**src/rtl/id_stage_pkg.sv**
```systemverilog
// Shared constants for the instruction-decode stage: datapath width,
// register count, register address width and instruction field positions.
package id_stage_pkg;

  localparam int DATA_W = 32;
  localparam int NREG   = 32;
  localparam int REG_AW = $clog2(NREG);

  localparam int OPC_MSB   = 31;
  localparam int OPC_LSB   = 26;
  localparam int RS_MSB    = 25;
  localparam int RS_LSB    = 21;
  localparam int RT_MSB    = 20;
  localparam int RT_LSB    = 16;
  localparam int RD_MSB    = 15;
  localparam int RD_LSB    = 11;
  localparam int IMM_MSB   = 15;
  localparam int IMM_LSB   = 0;
  localparam int FUNCT_MSB = 5;
  localparam int FUNCT_LSB = 0;

  localparam int OPC_W   = OPC_MSB - OPC_LSB + 1;
  localparam int IMM_W   = IMM_MSB - IMM_LSB + 1;
  localparam int FUNCT_W = FUNCT_MSB - FUNCT_LSB + 1;

endpackage

```
**src/rtl/id_stage_register_file.sv**
```systemverilog
// Architectural register file: two combinational read ports, one write port,
// write-first bypass on both read ports, register 0 hard-wired to zero.
module id_stage_register_file #(
  parameter int DATA_W = 32,
  parameter int NREG   = 32,
  parameter int AW     = $clog2(NREG)
) (
  input  logic              clk,
  input  logic              reset,
  input  logic [AW-1:0]     raddr1,
  input  logic [AW-1:0]     raddr2,
  output logic [DATA_W-1:0] rdata1,
  output logic [DATA_W-1:0] rdata2,
  input  logic              we,
  input  logic [AW-1:0]     waddr,
  input  logic [DATA_W-1:0] wdata
);

  logic [DATA_W-1:0] regs [NREG];
  logic              wr_live;

  // A write to register 0 is never live, so it can neither land nor bypass.
  assign wr_live = we && (waddr != '0);

  // Storage update; reset wins over a coincident writeback.
  always_ff @(posedge clk) begin
    if (reset) begin
      for (int i = 0; i < NREG; i++) begin
        regs[i] <= '0;
      end
    end else if (wr_live) begin
      regs[waddr] <= wdata;
    end
  end

  // Read ports: zero for register 0, same-cycle writeback data on address match.
  always_comb begin
    rdata1 = regs[raddr1];
    rdata2 = regs[raddr2];
    if (wr_live && (waddr == raddr1)) rdata1 = wdata;
    if (wr_live && (waddr == raddr2)) rdata2 = wdata;
    if (raddr1 == '0) rdata1 = '0;
    if (raddr2 == '0) rdata2 = '0;
  end

endmodule

```
**src/rtl/id_stage.sv**
```systemverilog
// Instruction-decode stage: field decode, register-file read with writeback
// bypass, and the ID/EX pipeline register with flush/stall control.
module id_stage #(
  parameter int DATA_W = id_stage_pkg::DATA_W,
  parameter int NREG   = id_stage_pkg::NREG
) (
  input  logic                          clk,
  input  logic                          reset,
  input  logic [31:0]                   IFtoID_Instr,
  input  logic [31:0]                   IFtoID_PCplus4,
  input  logic                          IFtoID_Valid,
  input  logic [DATA_W-1:0]             WB_WriteReg,
  input  logic [id_stage_pkg::REG_AW-1:0] WB_RegDest,
  input  logic                          WB_RegWrite,
  input  logic                          Stall,
  input  logic                          Flush,
  output logic [DATA_W-1:0]             IDtoEX_ReadData1,
  output logic [DATA_W-1:0]             IDtoEX_ReadData2,
  output logic [DATA_W-1:0]             IDtoEX_SignExt,
  output logic [id_stage_pkg::REG_AW-1:0] IDtoEX_Rs,
  output logic [id_stage_pkg::REG_AW-1:0] IDtoEX_Rt,
  output logic [id_stage_pkg::REG_AW-1:0] IDtoEX_Rd,
  output logic [id_stage_pkg::OPC_W-1:0]  IDtoEX_Opcode,
  output logic [id_stage_pkg::FUNCT_W-1:0] IDtoEX_Funct,
  output logic [31:0]                   IDtoEX_PCplus4,
  output logic                          IDtoEX_Valid
);

  import id_stage_pkg::*;

  logic [REG_AW-1:0]  rs;
  logic [REG_AW-1:0]  rt;
  logic [REG_AW-1:0]  rd;
  logic [IMM_W-1:0]   imm;
  logic [OPC_W-1:0]   opcode;
  logic [FUNCT_W-1:0] funct;
  logic [DATA_W-1:0]  sign_ext;
  logic [DATA_W-1:0]  read_data1;
  logic [DATA_W-1:0]  read_data2;

  assign opcode   = IFtoID_Instr[OPC_MSB:OPC_LSB];
  assign rs       = IFtoID_Instr[RS_MSB:RS_LSB];
  assign rt       = IFtoID_Instr[RT_MSB:RT_LSB];
  assign rd       = IFtoID_Instr[RD_MSB:RD_LSB];
  assign imm      = IFtoID_Instr[IMM_MSB:IMM_LSB];
  assign funct    = IFtoID_Instr[FUNCT_MSB:FUNCT_LSB];
  assign sign_ext = {{(DATA_W-IMM_W){imm[IMM_W-1]}}, imm};

  id_stage_register_file #(
    .DATA_W (DATA_W),
    .NREG   (NREG),
    .AW     (REG_AW)
  ) u_register_file (
    .clk    (clk),
    .reset  (reset),
    .raddr1 (rs),
    .raddr2 (rt),
    .rdata1 (read_data1),
    .rdata2 (read_data2),
    .we     (WB_RegWrite),
    .waddr  (WB_RegDest),
    .wdata  (WB_WriteReg)
  );

  // ID/EX register: reset > flush > stall (hold) > capture. A held entry is
  // deliberately not refreshed by later writebacks; EX forwarding covers that.
  always_ff @(posedge clk) begin
    if (reset || Flush) begin
      IDtoEX_ReadData1 <= '0;
      IDtoEX_ReadData2 <= '0;
      IDtoEX_SignExt   <= '0;
      IDtoEX_Rs        <= '0;
      IDtoEX_Rt        <= '0;
      IDtoEX_Rd        <= '0;
      IDtoEX_Opcode    <= '0;
      IDtoEX_Funct     <= '0;
      IDtoEX_PCplus4   <= '0;
      IDtoEX_Valid     <= 1'b0;
    end else if (!Stall) begin
      IDtoEX_ReadData1 <= read_data1;
      IDtoEX_ReadData2 <= read_data2;
      IDtoEX_SignExt   <= sign_ext;
      IDtoEX_Rs        <= rs;
      IDtoEX_Rt        <= rt;
      IDtoEX_Rd        <= rd;
      IDtoEX_Opcode    <= opcode;
      IDtoEX_Funct     <= funct;
      IDtoEX_PCplus4   <= IFtoID_PCplus4;
      IDtoEX_Valid     <= IFtoID_Valid;
    end
  end

endmodule

```
**config.mk**
```make
export PLATFORM = sky130hd
export DESIGN_NAME = id_stage
export DESIGN_NICKNAME = d
export VERILOG_FILES = /design/src/rtl/id_stage_pkg.sv /design/src/rtl/id_stage_register_file.sv /design/src/rtl/id_stage.sv
export SDC_FILE = /design/constraint.sdc
export NUM_CORES = 2
export LEC_CHECK = 0
export BUFFER_PORTS_ARGS = -buffer_cell sky130_fd_sc_hd__buf_2
export CAP_MARGIN = 20
export CORE_ASPECT_RATIO = 1.5
export CORE_MARGIN = 5
export CORE_UTILIZATION = 42
export DETAILED_ROUTE_END_ITERATION = 16
export PLACE_DENSITY_LB_ADDON = 0.3
export SKIP_CTS_REPAIR_TIMING = 1
export SLEW_MARGIN = 30
export SYNTH_ARGS = -nofsm -noshare
export SYNTH_HDL_FRONTEND = slang
export SYNTH_SLANG_ARGS = --single-unit
```
**constraint.sdc**
```tcl
create_clock -name clk -period 5.8 [get_ports clk]
set_input_delay 1.16 -clock clk [delete_from_list [all_inputs] [get_ports clk]]
set_output_delay 1.16 -clock clk [all_outputs]
set_load 0.01 [all_outputs]
```
; Word-level counts from Yosys, hierarchy flattened
; Memories as Yosys holds them, arrays and structs flattened.
; Index checks and enable logic that the tools add are counted.
[op_classes]
addsub = 0
mul = 0
div = 0
n_lt_le_gt_ge = 0
eq_ne = 2
n_shift = 0
mux = 12
bitwise_logic = 0
reduce_logical = 8
[op_table]
columns = cell, count
row1 = 32-bit two-way mux, 5
row2 = 32-bit OR reduction, 1
row3 = 5-bit equality test, 2
row4 = 5-bit logical NOT, 2
row5 = 1-bit two-way mux, 6
row6 = 5-bit two-way mux, 1
row7 = 5-bit nonzero test, 1
row8 = 1-bit logical AND, 3
row9 = 1-bit logical OR, 1
[word_totals]
regBits = 140
latchBits = 0
ram_bits = 1024
mem_bits_ro = 0
input_bits = 107
output_inout_bits = 156
elab_cells = 33
memories = 1
[memory_table]
columns = memory, words, word_bits, read_ports, rd_ports_with_merged_regs, write_ports, line
row1 = u_register_file.regs, 32, 32, 2, 0, 32, id_stage_register_file.sv:19  ; logic [DATA_W-1:0] regs [NREG];

; Logic depth before layout (Yosys ltp)
[depth]
depth_word = 7
mapped_depth = 9
mapped_depth_nobuf = 5

; Cells and area by module
; From an unflattened synthesis, not the netlist that was laid out.
[hier_totals]
cells_unflattened = 4362
area_unflattened_um2 = 60639.4
[modules_own_cells]
columns = mod, n_inst, cells_per_inst, area_per_inst_um2, seq_area_each_um2
row1 = id_stage_register_file, 1, 3918, 55723.4, 30749.5
row2 = id_stage, 1, 444, 4916.0, 2582.5

; Worst setup path before layout
; No wires, ideal clock.
[synth_timing]
kind = input to register
start = input reset
end = memory u_register_file.regs[28][0] (enable)
setup_time_ns = 0.375
arrival_time_ns = 2.668
required_ns = 5.425
setup_slack_ns = 2.757
path_stages = 6
n_path_buf = 2
cell_sequence = clkbuf_1 -> nand2b_1 -> or3_1 -> clkbuf_1 -> nor2_1 -> or2_2
[synth_rtl]
columns = item, line
row1 = from (decl), id_stage.sv:8  ; input logic reset,
row2 = to (decl), id_stage_register_file.sv:19

==> flow_summary.json <==
{
  "synth_top_area_share_pct": 52.3,
  "min_path_cells": 2,
  "instances_no_fill": 5905,
  "worst_slew_pin_slew_ns": 1.00,
  "place.port_buffers": 262,
  "status": "finished, final reports clean",
  "path_class": "primary input to flip-flop",
  "postSynth.asyncResetShare_pct": 0,
  "grt_start_max_net_pins": 107,
  "power_leakage_uw": 0.0233,
  "grt_pass1_wl_um": 271000,
  "synth-edff-count": 1024,
  "drc": 0,
  "crit_fanout": 33,
  "cp-endpoint": "u_register_file.regs[28][18]",
  "period_needed_ns": 3.43,
  "clockRootBuffer": "clkbuf_16",
  "crit_chain": "buf_4, nand2b_1, or3_1, nor2_4, or2_2",
  "grt_overflow": 0,
  "dp_hpwl_um": 116000,
  "worst_setup_path_start_kind": "primary input",
  "yosysTopAreaCell": "edfxtp_1",
  "grt_pass1_vias": 37391,
  "syn-cell-area_um2": 58800,
  "nFillCells": 12011,
  "rsz0062_at_grt": "no",
  "area_delta_synth_final_pct": 11.4,
  "synth_seq_cells": 1153,
  "cpMaxStageDelayCell": "or2_2",
  "yosysMostFrequentCell": "edfxtp_1",
  "gp_congestion": 0.832,
  "finalClockSkew_ns": 0.0249,
  "r2r-end": "IDtoEX_ReadData2[28]",
  "tns_ns": 0,
  "totalWireLength_um": 192000,
  "nets": 4041,
  "drive_gt1_share_pct": 29.9,
  "yosys-top-cells-area": "edfxtp_1 (52%), mux4_2 (22%), and2_1 (11%)",
  "reg2reg_depth": 5,
  "cts.sinks": 1153,
  "dr_wl_met2_um": 96900,
  "r2r_slack_ns": 3.68,
  "top_layer": "met5",
  "clk_latency_ns": 0.73,
  "setup.worst_path.start": "reset",
  "die_area_um2": 148000,
  "met3WireLength_um": 17700,
  "p_per_area_nw_per_um2": 290,
  "relSlewSlack_pct": 33.0,
  "r2r_start": "u_register_file.regs[12][28]",
  "synth_warnings": 0,
  "first_pass_iters": 6,
  "max-clock-path-buffers": 3,
  "synth.distinct_cells": 40,
  "die_h_um": 468,
  "drv_slew": 0,
  "place_inst": 5695,
  "hold_viol_final": 0,
  "routedWlPerCell_um": 32.5,
  "start_util_pct": 42.2,
  "route.vias.total": 36269,
  "ctsHtreeMaxLevel": 3,
  "cts_tree": "yes",
  "synth-seq-area-share_pct": 56.7,
  "grt_util_all_layers_pct": 25.6,
  "ios": 263,
  "drt-met1-wl_um": 66400,
  "post-route-period-util_pct": 59.2,
  "die_x_um": 316,
  "cts_buffers": 106,
  "synth_commonest_cells": "edfxtp_1 (1024), and2_1 (992), mux4_2 (574), clkbuf_1 (285), a22oi_1 (132)",
  "synth_area_per_cell_um2": 15.3,
  "num_rows": 168,
  "critPathRequiredTime_ns": 6.15,
  "antenna_left": 0,
  "worstPathArrival_ns": 3.78,
  "drt_iter0_drc": 4014,
  "clkTransAtPathRegs_ns": 0.07,
  "crit_path_max_incr_delay_ns": 0.87,
  "netlist_instances": 3852,
  "synth_ff_type": "edfxtp_1",
  "final_util_pct": 47.0,
  "max_clock_freq_ghz": 0.291,
  "setup_violations": 0,
  "worstSetupEndpointType": "flip-flop",
  "antenna_found_initial": 16,
  "vdd_drop_max_uv": 244,
  "holdCritPathClass": "flip-flop to flip-flop",
  "maxCapViolations": 0,
  "core_um2": 140000,
  "avgViaCountPerCell": 6.14
}
==> power by group <==
part | total (uW) | internal (uW) | switching [uW]
registers | 9710 | 9470 | 239
clock network | 7130 | 3900 | 3230
logic | 2160 | 927 | 1240
total | 19000 | 14300 | 4710
==> cells by family (layout without fill, tap and decap cells) <==
| family | Yosys count | count (layout) | share of synthesized area, % |
|---|---|---|---|
| other | 1 | 43 | 0.00637 |
| xor gates and xnor gates | 10 | 10 | 0.149 |
| muxes | 639 | 639 | 23.1 |
| and+or+nand+nor | 1280 | 1280 | 12.9 |
| AOI/OAI and AO/OA | 271 | 271 | 3.44 |
| DFF | 1153 | 1153 | 56.7 |
| buffers and inverters | 498 | 639 | 3.73 |
==> state kept, by name, summed over array words and instances, names as in the netlist <==
name	flops
IDtoEX_Valid	1
u_register_file.regs	1024
IDtoEX_SignExt	15
IDtoEX_ReadData1	32
IDtoEX_Opcode	6
IDtoEX_ReadData2	32
IDtoEX_Rs	5
IDtoEX_Rd	1
IDtoEX_Rt	5
IDtoEX_PCplus4	32
==> through the flow <==
| stage | cell area [um2] | setup slack [ns] | power (uW) | hold WS, ns |
|---|---|---|---|---|
| after floorplan | 59000 | 2.76 | 11200 | 0.535 |
| after global placement | 62000 | 1.60 | 12000 | 0.469 |
| after detailed placement | 62100 | 1.57 | 12000 | 0.479 |
| after CTS | 65500 | 2.35 | 19100 | 0.495 |
| after global routing | 65500 | 2.30 | 19600 | 0.510 |
| final | 65600 | 2.37 | 19000 | 0.485 |
==> final cells by class <==
class	count	area (um2)	area share, %
well taps	1870	2340	3.57
multi-input cells	2232	23800	36.3
flip-flops and latches	1153	33300	50.8
clock inverters	63	564	0.861
clock buffers	135	2900	4.42
inverters	64	240	0.366
diodes	11	27.5	0.0420
repair buffers	377	2380	3.64
==> layer usage <==
| metal | global-route usage (%) | vias up |
|---|---|---|
| met5 | 0 | - |
| met4 | 12.5 | 10 |
| met3 | 5.70 | 527 |
| met2 | 44.6 | 2084 |
| met1 | 30.0 | 18824 |
| li1 | - | 14824 |
==> layout by cell type, fill, tap and decap left out, types with 4 or more instances in the layout <==
master and n:
nor2_2 4, nor2_4 30, or2_2 24, o21ai_1 59, clkbuf_1 18, buf_4 105
nand2_1 68, o21ai_0 5, clkbuf_8 7, nand3b_1 4, buf_8 5, clkinv_1 16
and2_1 992, diode_2 11, a221oi_2 8, inv_1 67, dfxtp_1 129, buf_2 254
clkinv_2 25, a22oi_1 132, edfxtp_1 1024, xnor2_1 10, nor2b_4 4, buf_12 10
or2_4 8, and3_1 62, bufinv_16 8, nor2_1 67, a221oi_1 54, clkbuf_16 109
mux4_2 574, conb_1 32, nand3_1 4, mux2i_1 65
==> critical path: cells and delay by family <==
family,cells,cell delay [ns]
AND/OR/NAND/NOR,4,2.39
buffers and inverters,1,0.18
==> worst min-delay path by stage <==
stage / start / to
final: IDtoEX_SignExt[8] / IDtoEX_SignExt[8]
after global routing: IDtoEX_PCplus4[30] / IDtoEX_PCplus4[30]
after CTS: IDtoEX_PCplus4[30] / IDtoEX_PCplus4[30]
after global placement: IDtoEX_PCplus4[28] / IDtoEX_PCplus4[28]
after detailed placement: IDtoEX_PCplus4[14] / IDtoEX_PCplus4[14]
after floorplan: IDtoEX_Opcode[0] / IDtoEX_Opcode[0]
No activity file was read; power rests on OpenSTA's default activity.
